===== src/rtl/thread_dispatch_scheduler_pkg.sv =====
`default_nettype none
// ============================================================================
// Module      : thread_dispatch_scheduler_pkg
// Description : Shared sizing constants, idle-lane id and scheduler state
//               type for the 4-thread / 3-ALU dispatch scheduler.
// Revision    : 1.0 - initial release
// ============================================================================
package thread_dispatch_scheduler_pkg;

    localparam int NUM_THREADS = 4;
    localparam int NUM_ALUS    = 3;
    localparam int TID_W       = 3;

    // Round-robin pointer, lane-index and lane-count widths
    localparam int PTR_W  = (NUM_THREADS > 1) ? $clog2(NUM_THREADS) : 1;
    localparam int LANE_W = (NUM_ALUS > 1) ? $clog2(NUM_ALUS) : 1;
    localparam int CNT_W  = $clog2(NUM_ALUS + 1);

    // Thread id value that marks a lane as carrying no instruction
    localparam logic [TID_W-1:0] IDLE_TID = TID_W'(NUM_THREADS);

    typedef enum logic [0:0] {
        S_RUN    = 1'b0,
        S_FREEZE = 1'b1
    } sched_state_e;

endpackage
`default_nettype wire


===== src/rtl/thread_dispatch_scheduler_rr_pick.sv =====
`default_nettype none
// ============================================================================
// Module      : thread_dispatch_scheduler_rr_pick
// Description : Combinational thread selector. Promoted threads are taken
//               first in ascending index, then the remaining eligible threads
//               in round-robin order from start_ptr. The k-th selected thread
//               is bound to the k-th lowest available lane.
// Revision    : 1.0 - initial release
// ============================================================================
module thread_dispatch_scheduler_rr_pick
    import thread_dispatch_scheduler_pkg::*;
(
    input  logic [NUM_THREADS-1:0]           elig,
    input  logic [NUM_THREADS-1:0]           promo,
    input  logic [PTR_W-1:0]                 start_ptr,
    input  logic [NUM_ALUS-1:0]              avail,
    output logic [NUM_ALUS-1:0][TID_W-1:0]   lane_tid,
    output logic [NUM_THREADS-1:0]           grant,
    output logic [CNT_W-1:0]                 count,
    output logic [PTR_W-1:0]                 next_ptr
);

    logic [NUM_ALUS-1:0][LANE_W-1:0] w_lane_list;
    logic [CNT_W-1:0]                w_n_avail;
    logic [CNT_W-1:0]                w_n_sel;
    logic [PTR_W-1:0]                w_t;

    // Compact available lanes, then fill them in priority order
    always_comb begin
        for (int l = 0; l < NUM_ALUS; l++) begin
            lane_tid[l]    = IDLE_TID;
            w_lane_list[l] = '0;
        end
        grant     = '0;
        next_ptr  = start_ptr;
        w_n_avail = '0;
        w_n_sel   = '0;
        w_t       = '0;

        for (int l = 0; l < NUM_ALUS; l++) begin
            if (avail[l]) begin
                w_lane_list[w_n_avail] = LANE_W'(l);
                w_n_avail              = w_n_avail + CNT_W'(1);
            end
        end

        // Starved threads bypass the round-robin pointer
        for (int i = 0; i < NUM_THREADS; i++) begin
            if (elig[i] && promo[i] && (w_n_sel < w_n_avail)) begin
                lane_tid[w_lane_list[w_n_sel]] = TID_W'(i);
                grant[i]                       = 1'b1;
                w_n_sel                        = w_n_sel + CNT_W'(1);
            end
        end

        // Pointer advances past the last round-robin winner only
        for (int j = 0; j < NUM_THREADS; j++) begin
            w_t = PTR_W'((int'(start_ptr) + j) % NUM_THREADS);
            if (elig[w_t] && !promo[w_t] && (w_n_sel < w_n_avail)) begin
                lane_tid[w_lane_list[w_n_sel]] = TID_W'(w_t);
                grant[w_t]                     = 1'b1;
                next_ptr                       = PTR_W'((int'(w_t) + 1) % NUM_THREADS);
                w_n_sel                        = w_n_sel + CNT_W'(1);
            end
        end

        count = w_n_sel;
    end

endmodule
`default_nettype wire


===== src/rtl/thread_dispatch_scheduler.sv =====
`default_nettype none
// ============================================================================
// Module      : thread_dispatch_scheduler
// Description : Per-cycle thread-to-ALU dispatch scheduler with round-robin
//               arbitration, starvation promotion and a global freeze.
//               Optional macro PERF_CNT_EN adds perf_cycles / perf_issued.
// Revision    : 1.0 - initial release
// ============================================================================
module thread_dispatch_scheduler
    import thread_dispatch_scheduler_pkg::*;
#(
    parameter int STARVE_LIMIT = 7
)
(
    input  logic                           clk,
    input  logic                           rst,
    input  logic [NUM_THREADS-1:0]         thread_valid,
    input  logic [NUM_THREADS-1:0]         thread_hold,
    input  logic [NUM_ALUS-1:0]            alu_avail,
    input  logic                           freeze,
    output logic [NUM_ALUS-1:0][TID_W-1:0] dispatch_threads,
    output logic [NUM_THREADS-1:0]         grant_thread,
    output logic [CNT_W-1:0]               issue_count
`ifdef PERF_CNT_EN
    ,
    output logic [31:0]                    perf_cycles,
    output logic [31:0]                    perf_issued
`endif
);

    localparam int               AGE_W     = $clog2(STARVE_LIMIT + 1);
    localparam logic [AGE_W-1:0] C_AGE_MAX = AGE_W'(STARVE_LIMIT);

    sched_state_e                    r_state;
    sched_state_e                    w_state_nxt;
    logic                            w_run;
    logic [PTR_W-1:0]                r_rr_ptr;
    logic [NUM_THREADS-1:0][AGE_W-1:0] r_age;
    logic [NUM_ALUS-1:0][TID_W-1:0]  r_dispatch;
    logic [NUM_THREADS-1:0]          r_grant;
    logic [CNT_W-1:0]                r_issue_count;

    logic [NUM_THREADS-1:0]          w_elig;
    logic [NUM_THREADS-1:0]          w_promo;
    logic [NUM_ALUS-1:0][TID_W-1:0]  w_pick_lanes;
    logic [NUM_THREADS-1:0]          w_pick_grant;
    logic [CNT_W-1:0]                w_pick_count;
    logic [PTR_W-1:0]                w_pick_next_ptr;

    // Last cycle's grant blocks reissue: upstream sees the grant one cycle late
    assign w_elig = thread_valid & ~thread_hold & ~r_grant;

    genvar g;
    generate
        for (g = 0; g < NUM_THREADS; g++) begin : g_promo
            assign w_promo[g] = (r_age[g] == C_AGE_MAX);
        end
    endgenerate

    thread_dispatch_scheduler_rr_pick u_rr_pick (
        .elig      (w_elig),
        .promo     (w_promo),
        .start_ptr (r_rr_ptr),
        .avail     (alu_avail),
        .lane_tid  (w_pick_lanes),
        .grant     (w_pick_grant),
        .count     (w_pick_count),
        .next_ptr  (w_pick_next_ptr)
    );

    // Freeze FSM next-state; grants are allowed whenever the next state is S_RUN
    always_comb begin
        w_state_nxt = r_state;
        case (r_state)
            S_RUN:    if (freeze)  w_state_nxt = S_FREEZE;
            S_FREEZE: if (!freeze) w_state_nxt = S_RUN;
            default:  w_state_nxt = S_RUN;
        endcase
    end

    assign w_run = (w_state_nxt == S_RUN);

    // FSM state register
    always_ff @(posedge clk) begin
        if (rst) r_state <= S_RUN;
        else     r_state <= w_state_nxt;
    end

    // Registered grants, round-robin pointer and per-thread starvation ages
    always_ff @(posedge clk) begin
        if (rst) begin
            r_dispatch    <= {NUM_ALUS{IDLE_TID}};
            r_grant       <= '0;
            r_issue_count <= '0;
            r_rr_ptr      <= '0;
            r_age         <= '0;
        end else if (w_run) begin
            r_dispatch    <= w_pick_lanes;
            r_grant       <= w_pick_grant;
            r_issue_count <= w_pick_count;
            r_rr_ptr      <= w_pick_next_ptr;
            for (int t = 0; t < NUM_THREADS; t++) begin
                if (!thread_valid[t] || w_pick_grant[t])
                    r_age[t] <= '0;
                else if (w_elig[t] && (r_age[t] != C_AGE_MAX))
                    r_age[t] <= r_age[t] + AGE_W'(1);
            end
        end else begin
            r_dispatch    <= {NUM_ALUS{IDLE_TID}};
            r_grant       <= '0;
            r_issue_count <= '0;
        end
    end

    assign dispatch_threads = r_dispatch;
    assign grant_thread     = r_grant;
    assign issue_count      = r_issue_count;

`ifdef PERF_CNT_EN
    logic [31:0]      r_perf_cycles;
    logic [31:0]      r_perf_issued;
    logic [CNT_W-1:0] w_issue_nxt;
    logic [32:0]      w_issued_sum;

    // Accumulate the count that is being loaded into issue_count this edge
    assign w_issue_nxt  = w_run ? w_pick_count : '0;
    assign w_issued_sum = {1'b0, r_perf_issued} + 33'(w_issue_nxt);

    // Saturating run-cycle and issued-instruction counters
    always_ff @(posedge clk) begin
        if (rst) begin
            r_perf_cycles <= '0;
            r_perf_issued <= '0;
        end else begin
            if ((r_state == S_RUN) && (r_perf_cycles != '1))
                r_perf_cycles <= r_perf_cycles + 32'd1;
            r_perf_issued <= w_issued_sum[32] ? '1 : w_issued_sum[31:0];
        end
    end

    assign perf_cycles = r_perf_cycles;
    assign perf_issued = r_perf_issued;
`endif

endmodule
`default_nettype wire


===== config.mk =====
export PLATFORM = sky130hd
export DESIGN_NAME = thread_dispatch_scheduler
export DESIGN_NICKNAME = d
export VERILOG_FILES = /design/src/rtl/thread_dispatch_scheduler_pkg.sv /design/src/rtl/thread_dispatch_scheduler_rr_pick.sv /design/src/rtl/thread_dispatch_scheduler.sv
export SDC_FILE = /design/constraint.sdc
export NUM_CORES = 1
export LEC_CHECK = 0
export ABC_AREA = 1
export CAP_MARGIN = 5
export CORE_MARGIN = 10
export CORE_UTILIZATION = 30
export DETAILED_ROUTE_END_ITERATION = 8
export SLEW_MARGIN = 20
export SYNTH_ARGS = -nofsm -noshare
export SYNTH_HDL_FRONTEND = slang
export SYNTH_SLANG_ARGS = --single-unit

===== constraint.sdc =====
create_clock -name clk -period 14.38 [get_ports clk]
set_input_delay 2.157 -clock clk [delete_from_list [all_inputs] [get_ports clk]]
set_output_delay 2.157 -clock clk [all_outputs]
set_load 0.02 [all_outputs]

==> flow_summary.ini, run 1 <==
[place]
dp.cells = 626
portBuffers = 28
routabilityCongestion = 0.9806
hpwlAfterDp_mm = 7.122

[yosys]
ys_warn_count = 0
yosysUniqueCellTypes = 50
syn_avg_cell_area_sq_um = 6.409
synthMostInstantiatedCell = nand2_1
yosysTopAreaCell = dfxtp_1
synthArstFlopShare_pct = 0
syn_inst = 473
synth-edff-count = 0
ys_top_cells_by_count = nand2_1, nor2_1, inv_1, nand3_1, dfxtp_1
synth.area.top_cells = dfxtp_1, nand2_1, ha_1, nor2_1, inv_1
synth-seq-cells = 29
yosysSeqAreaShare_pct = 19.15
synthFlopType = dfxtp_1
mappedNetlistArea_sq_mm = 0.003032
netlist.area_leader.share_pct = 19.15
synth_fp_nets = 511

[routing]
drt_iter0_markers = 196
dr.pass1.iters = 5
wl_mm = 8.882
drc = 0
ant_nets = 0
wl_per_cell_microns = 14.01
vias = 3176
vias_per_cell = 5.009

[final_layout]
layout.cells.non_filler = 634
seq_area_sq_um = 580.6
fillCellCount = 1104
multi_input_area_sq_mm = 0.002192
drive_gt1_share_pct = 13.77
layout.nets = 538
area_growth_pct = 16.43
n_antenna_cell = 0

[floorplan]
rows = 36
initial_utilization_pct = 30.87
core_area_sq_mm = 0.009819
dieArea_sq_mm = 0.01453
boundaryPins = 29
dieHeight_microns = 120.5
die_x_microns = 120.5

[worst_setup_path]
max_stage_delay_ns = 0.60
worst_ep_arrival_time_ns = 11.79
start_kind = input port
cp_slowest_cell = a21boi_0
critPathKind = input port to register
required_ns = 14.57
crit_fanout = 9
cp-end-kind = register

[clock_tree]
cts_sinks = 29
cts_buffer_depth = 2
htreeDepth = 2
worst_skew_pair.late_latency_ns = 0.30
cts_hold_buf = 0
tritoncts = yes
cts_root_buf = clkbuf_8
cts.repair.resized = 0
path_clk_slew_ns = 0.08
cts_setup_buffers = 0
cts_buffers = 5

[timing]
fmax_ghz = 0.08620
setup_tns_ns = 0
slew_headroom_pct = 43.63
rsz0062_at_grt = no
tightest_slew_ns = 0.8424
setup_viol_count_final = 0
fin_crit_sh_pct = 80.67
layout_min_cycle_time_ns = 11.60
skew_ns = 0.01224
slew_viol_final = 0
hold_viol = 0

[worst_hold_path]
hold_class = register to register

[grt]
grt_pass1_vias = 2948
grt_antenna_before_repair = 0
grt_usage_pct = 12.30
grt_pass1_wl_mm = 14.71
grt_max_degree = 24
grt_overflow_total = 0

[power_and_ir_drop]
powerDensity_mw_per_mm2 = 163.8
p_leak_nw = 1.609
peakVddDrop_v = 0.00007144

[job]
drv_cap = 0

[outcome]
status = finished clean
layer usage:
metal | track usage (%) | share of wire (%)
met1 | 16.15 | 46
met2 | 19.56 | 45
met3 | 1.908 | 5.6
met4 | 5.128 | 3.8
met5 | 0 | 0
worst max-delay path: cells and delay by family:
kind	cells	cell delay (ns)
buffers and inverters	11	1.62
xor gates and xnor gates	2	0.41
adders and majority gates	7	1.79
and+or+nand+nor	24	3.18
AOI/OAI and AO/OA	9	2.61
worst paths after layout:
check,from,to,slack [ns],cells past startpoint
worst max register to register,r_age[0],r_age[1],5.29,49
worst max-delay path,alu_avail[1],r_age[1],2.78,53
worst min-delay path,r_age[7],r_age[7],0.49,2
worst min register to register,r_age[7],r_age[7],0.49,2
registers in the layout, indices dropped and copies added (netlist names):
signal and flops:
dispatch_threads 9, grant_thread 4, issue_count 2, r_age 12
r_rr_ptr 2
cell usage in the layout, fill, tap and decap left out, types with 2 or more instances in the layout:
master / synthesis / final
a21oi_1: 26 / 26
o21ai_1: 7 / 7
nand3_2: 7 / 7
nand4_1: 17 / 17
nand2_4: 6 / 6
nor3_1: 4 / 4
nand3_1: 32 / 32
mux2i_1: 2 / 2
clkinv_2: 0 / 2
nor2_1: 63 / 63
o21ai_4: 3 / 3
nand2_2: 17 / 17
o211ai_1: 5 / 5
a211oi_1: 2 / 2
or3_1: 2 / 2
clkdlybuf4s50_1: 0 / 28
nand2_1: 102 / 102
ha_1: 24 / 24
or2_1: 3 / 3
nand3b_1: 2 / 2
nor2_4: 4 / 4
o21ai_0: 25 / 25
o22ai_1: 2 / 2
clkbuf_8: 0 / 5
o31ai_1: 3 / 3
inv_2: 13 / 13
dfxtp_1: 29 / 29
inv_1: 44 / 44
kinds of logic (layout without fill, tap and decap cells):
logic type | after synthesis | count (layout) | share of synthesized area, %
xor+xnor | 3 | 3 | 1.362
flops | 29 | 29 | 19.15
fa+ha+maj | 24 | 24 | 9.905
simple gates | 270 | 270 | 44.49
mux | 2 | 2 | 0.6604
buf+inv | 67 | 95 | 8.543
compound gates | 78 | 78 | 15.89
metrics by stage:
stage | power (mW) | instance area (sq um) | hold WS, ns | setup WS, ns | util [%]
CTS | 0.5792 | 3530 | 0.4994 | 2.789 | 35.95
floorplan | 0.4100 | 3032 | 0.4556 | 4.344 | -
global route | 0.6316 | 3530 | 0.5123 | 1.686 | 35.95
global placement | 0.5053 | 3443 | 0.4703 | 2.805 | 35.07
finish | 0.5782 | 3530 | 0.4905 | 2.780 | 35.95
detailed placement | 0.5072 | 3443 | 0.4802 | 2.534 | 35.07
area by class of cell:
cell class	count	area share, %
clock buffer	5	1.950
clock inverter	3	0.4963
inverter	59	6.345
multi-input combinational	377	62.11
sequential	29	16.45
tap	133	4.715
timing repair buffer	28	7.940
power by group:
group / internal (mW) / switching, mW
clock: 0.0334 / 0.0383
combinational: 0.135 / 0.255
sequential: 0.102 / 0.0148
No activity file was read; power rests on OpenSTA's default activity.
==> run 2: changes to the inputs <==
Clock period 14.38 ns to 11.42 ns, I/O delays scaled along.
==> run 2 against run 1 <==
  * Sequential power is 27% higher
  * Non-clock buffer count up 2
  * Worst setup slack got worse by 1.8 ns
  * Total power increased by 28%
  * Clock skew up 0.00058 ns
  * Hold slack better by 0.0020 ns
  * First-iteration DRC count up 17%
  * Sequential share of layout area down 0.093 points
  * Critical path depth rose by 1
  * Cell count is 0.32% higher
  * Register-to-register slack worse by 2.3 ns
  * Cell area rose by 0.57%
  * Critical endpoint unchanged
  * Largest power group unchanged
==> flow_summary.ini, run 2 (synthesis gave the netlist of run 1 again) <==
[outcome]
status = finished clean

[final_layout]
fillCellCount = 1116
mostFrequentLayoutCell = nand2_1
layout.cells.non_filler = 636
largest_reg_flops = 12
regMostFlops = r_age
fin_util_pct = 36.15
n_antenna_cell = 0
mostFrequentLayoutCells = nand2_1, nor2_1, inv_1, nand3_1, dfxtp_1
drive_gt1_share_pct = 14.31
layout.nets = 540
area_growth_pct = 17.09

[power_and_ir_drop]
p_leak_nw = 1.620
power_mw = 0.7422
peakVddDrop_v = 0.00008663
powerDensity_mw_per_mm2 = 209.1

[worst_hold_path]
hold_class = register to register
hold_end = r_age[10]
whs_path_depth = 2
min-delay-start = r_age[10]

[place]
hpwlAfterDp_mm = 7.674
routabilityCongestion = 0.9739
portBuffers = 28
dp.cells = 628

[timing]
setup_tns_ns = 0
fin_crit_sh_pct = 91.85
layout_min_cycle_time_ns = 10.49
tightest_slew_ns = 0.8052
fmax_ghz = 0.09534
slew_headroom_pct = 46.12
hold_viol = 0
rsz0062_at_grt = no
skew_ns = 0.01283
setup_viol_count_final = 0
slew_viol_final = 0

[worst_setup_path]
regToRegEndpoint = r_age[1]
reg2reg_depth = 50
cp_slowest_cell = clkdlybuf4s50_1
max_stage_delay_ns = 0.53
cp-startpoint = alu_avail[1]
cp-end-kind = register
rrSetupSlack_ns = 2.99
worst_ep_arrival_time_ns = 10.68
start_kind = input port
timing.rr.start = r_age[0]
critPathKind = input port to register
crit_fanout = 8
required_ns = 11.61

[routing]
dr.pass1.iters = 5
drc = 0
ant_nets = 0
wl_mm = 9.441
drt_iter0_markers = 229
wl_per_cell_microns = 14.84
vias = 3114
vias_per_cell = 4.896

[floorplan]
core_area_sq_mm = 0.009819
boundaryPins = 29
die_x_microns = 120.5
initial_utilization_pct = 30.87
rows = 36
dieHeight_microns = 120.5
dieArea_sq_mm = 0.01453

[grt]
top_usage_layer = met2
grt.met3_usage_pct = 2.280
grtUsageMet1_pct = 16.85
grt_pass1_wl_mm = 15.66
grt_usage_pct = 13.25
grt_antenna_before_repair = 0
grt_max_degree = 24
grt_overflow_total = 0
grt_pass1_vias = 3032
gr-usage-met2_pct = 21.96

[clock_tree]
tritoncts = yes
cts.repair.resized = 0
cts_setup_buffers = 0
cts_buffers = 5
cts_sinks = 29
cts_root_buf = clkbuf_8
htreeDepth = 2
cts_buffer_depth = 2
path_clk_slew_ns = 0.07
cts_hold_buf = 0
worst_skew_pair.late_latency_ns = 0.29

[job]
drv_cap = 0
-- run 2: changes by cell type in the layout (fill, tap and decap cells not counted) --
| cell | before | now |
|---|---|---|
| buf_4 | 0 | 2 |
| o21ai_1 | 7 | 8 |
| a211oi_2 | 0 | 1 |
| o21ai_0 | 25 | 24 |
| a211oi_1 | 2 | 1 |
-- run 2: worst max path at each step --
| stage | end | cells past startpoint |
|---|---|---|
| after floorplan | dispatch_threads[0] | 54 |
| after global placement | r_age[1] | 54 |
| after detailed placement | r_age[1] | 54 |
| after CTS | r_age[1] | 54 |
| after global routing | r_age[1] | 54 |
| final | r_age[1] | 54 |
-- run 2: through the flow --
stage,hold WS (ns),worst slack (ns),area (sq um)
finish,0.4924,0.9310,3550
global route,0.5328,0.03623,3550
CTS,0.4975,0.7363,3545
detailed placement,0.4787,0.4786,3458
global placement,0.4705,0.7191,3458
floorplan,0.4556,1.828,3032
-- run 2: metal layers --
layer  part of all wire, %  wire length, microns  up-vias
met3                   4.1                   387       16
met5                     0                     0        -
met1                    46                  4346     1408
met2                    47                  4464       64
li1                      -                     -     1626
met4                   2.6                   243        0
-- run 2: cell type report --
cell class                      count  area, sq um  share of cell area [%]
Tap cell                          133        166.4                   4.688
Sequential cell                    29        580.6                   16.36
Clock inverter                      3        17.52                  0.4935
Inverter                           59        224.0                   6.309
Clock buffer                        5        68.82                   1.939
Multi-Input combinational cell    377         2197                   61.90
Timing Repair Buffer               30        295.3                   8.319
-- run 2: critical path: cells and delay by family --
kind            cells  cell delay, ns
xor+xnor            2            0.42
simple gates       24            3.04
compound gates      9            1.88
buf+inv            12            1.85
fa+ha+maj           7            1.74
-- run 2: where the power goes --
group	internal (mW)	switching [mW]
sequential	0.128	0.0191
clock	0.0420	0.0434
combinational	0.177	0.332
total	0.347	0.395
==> run 3: changes to the inputs <==
Settings changed: CTS_CLUSTER_SIZE from default to 8, TNS_END_PERCENT from default to 20.
==> results of run 3 <==
The final DEF is identical to that of run 2; final timing and power are the same.
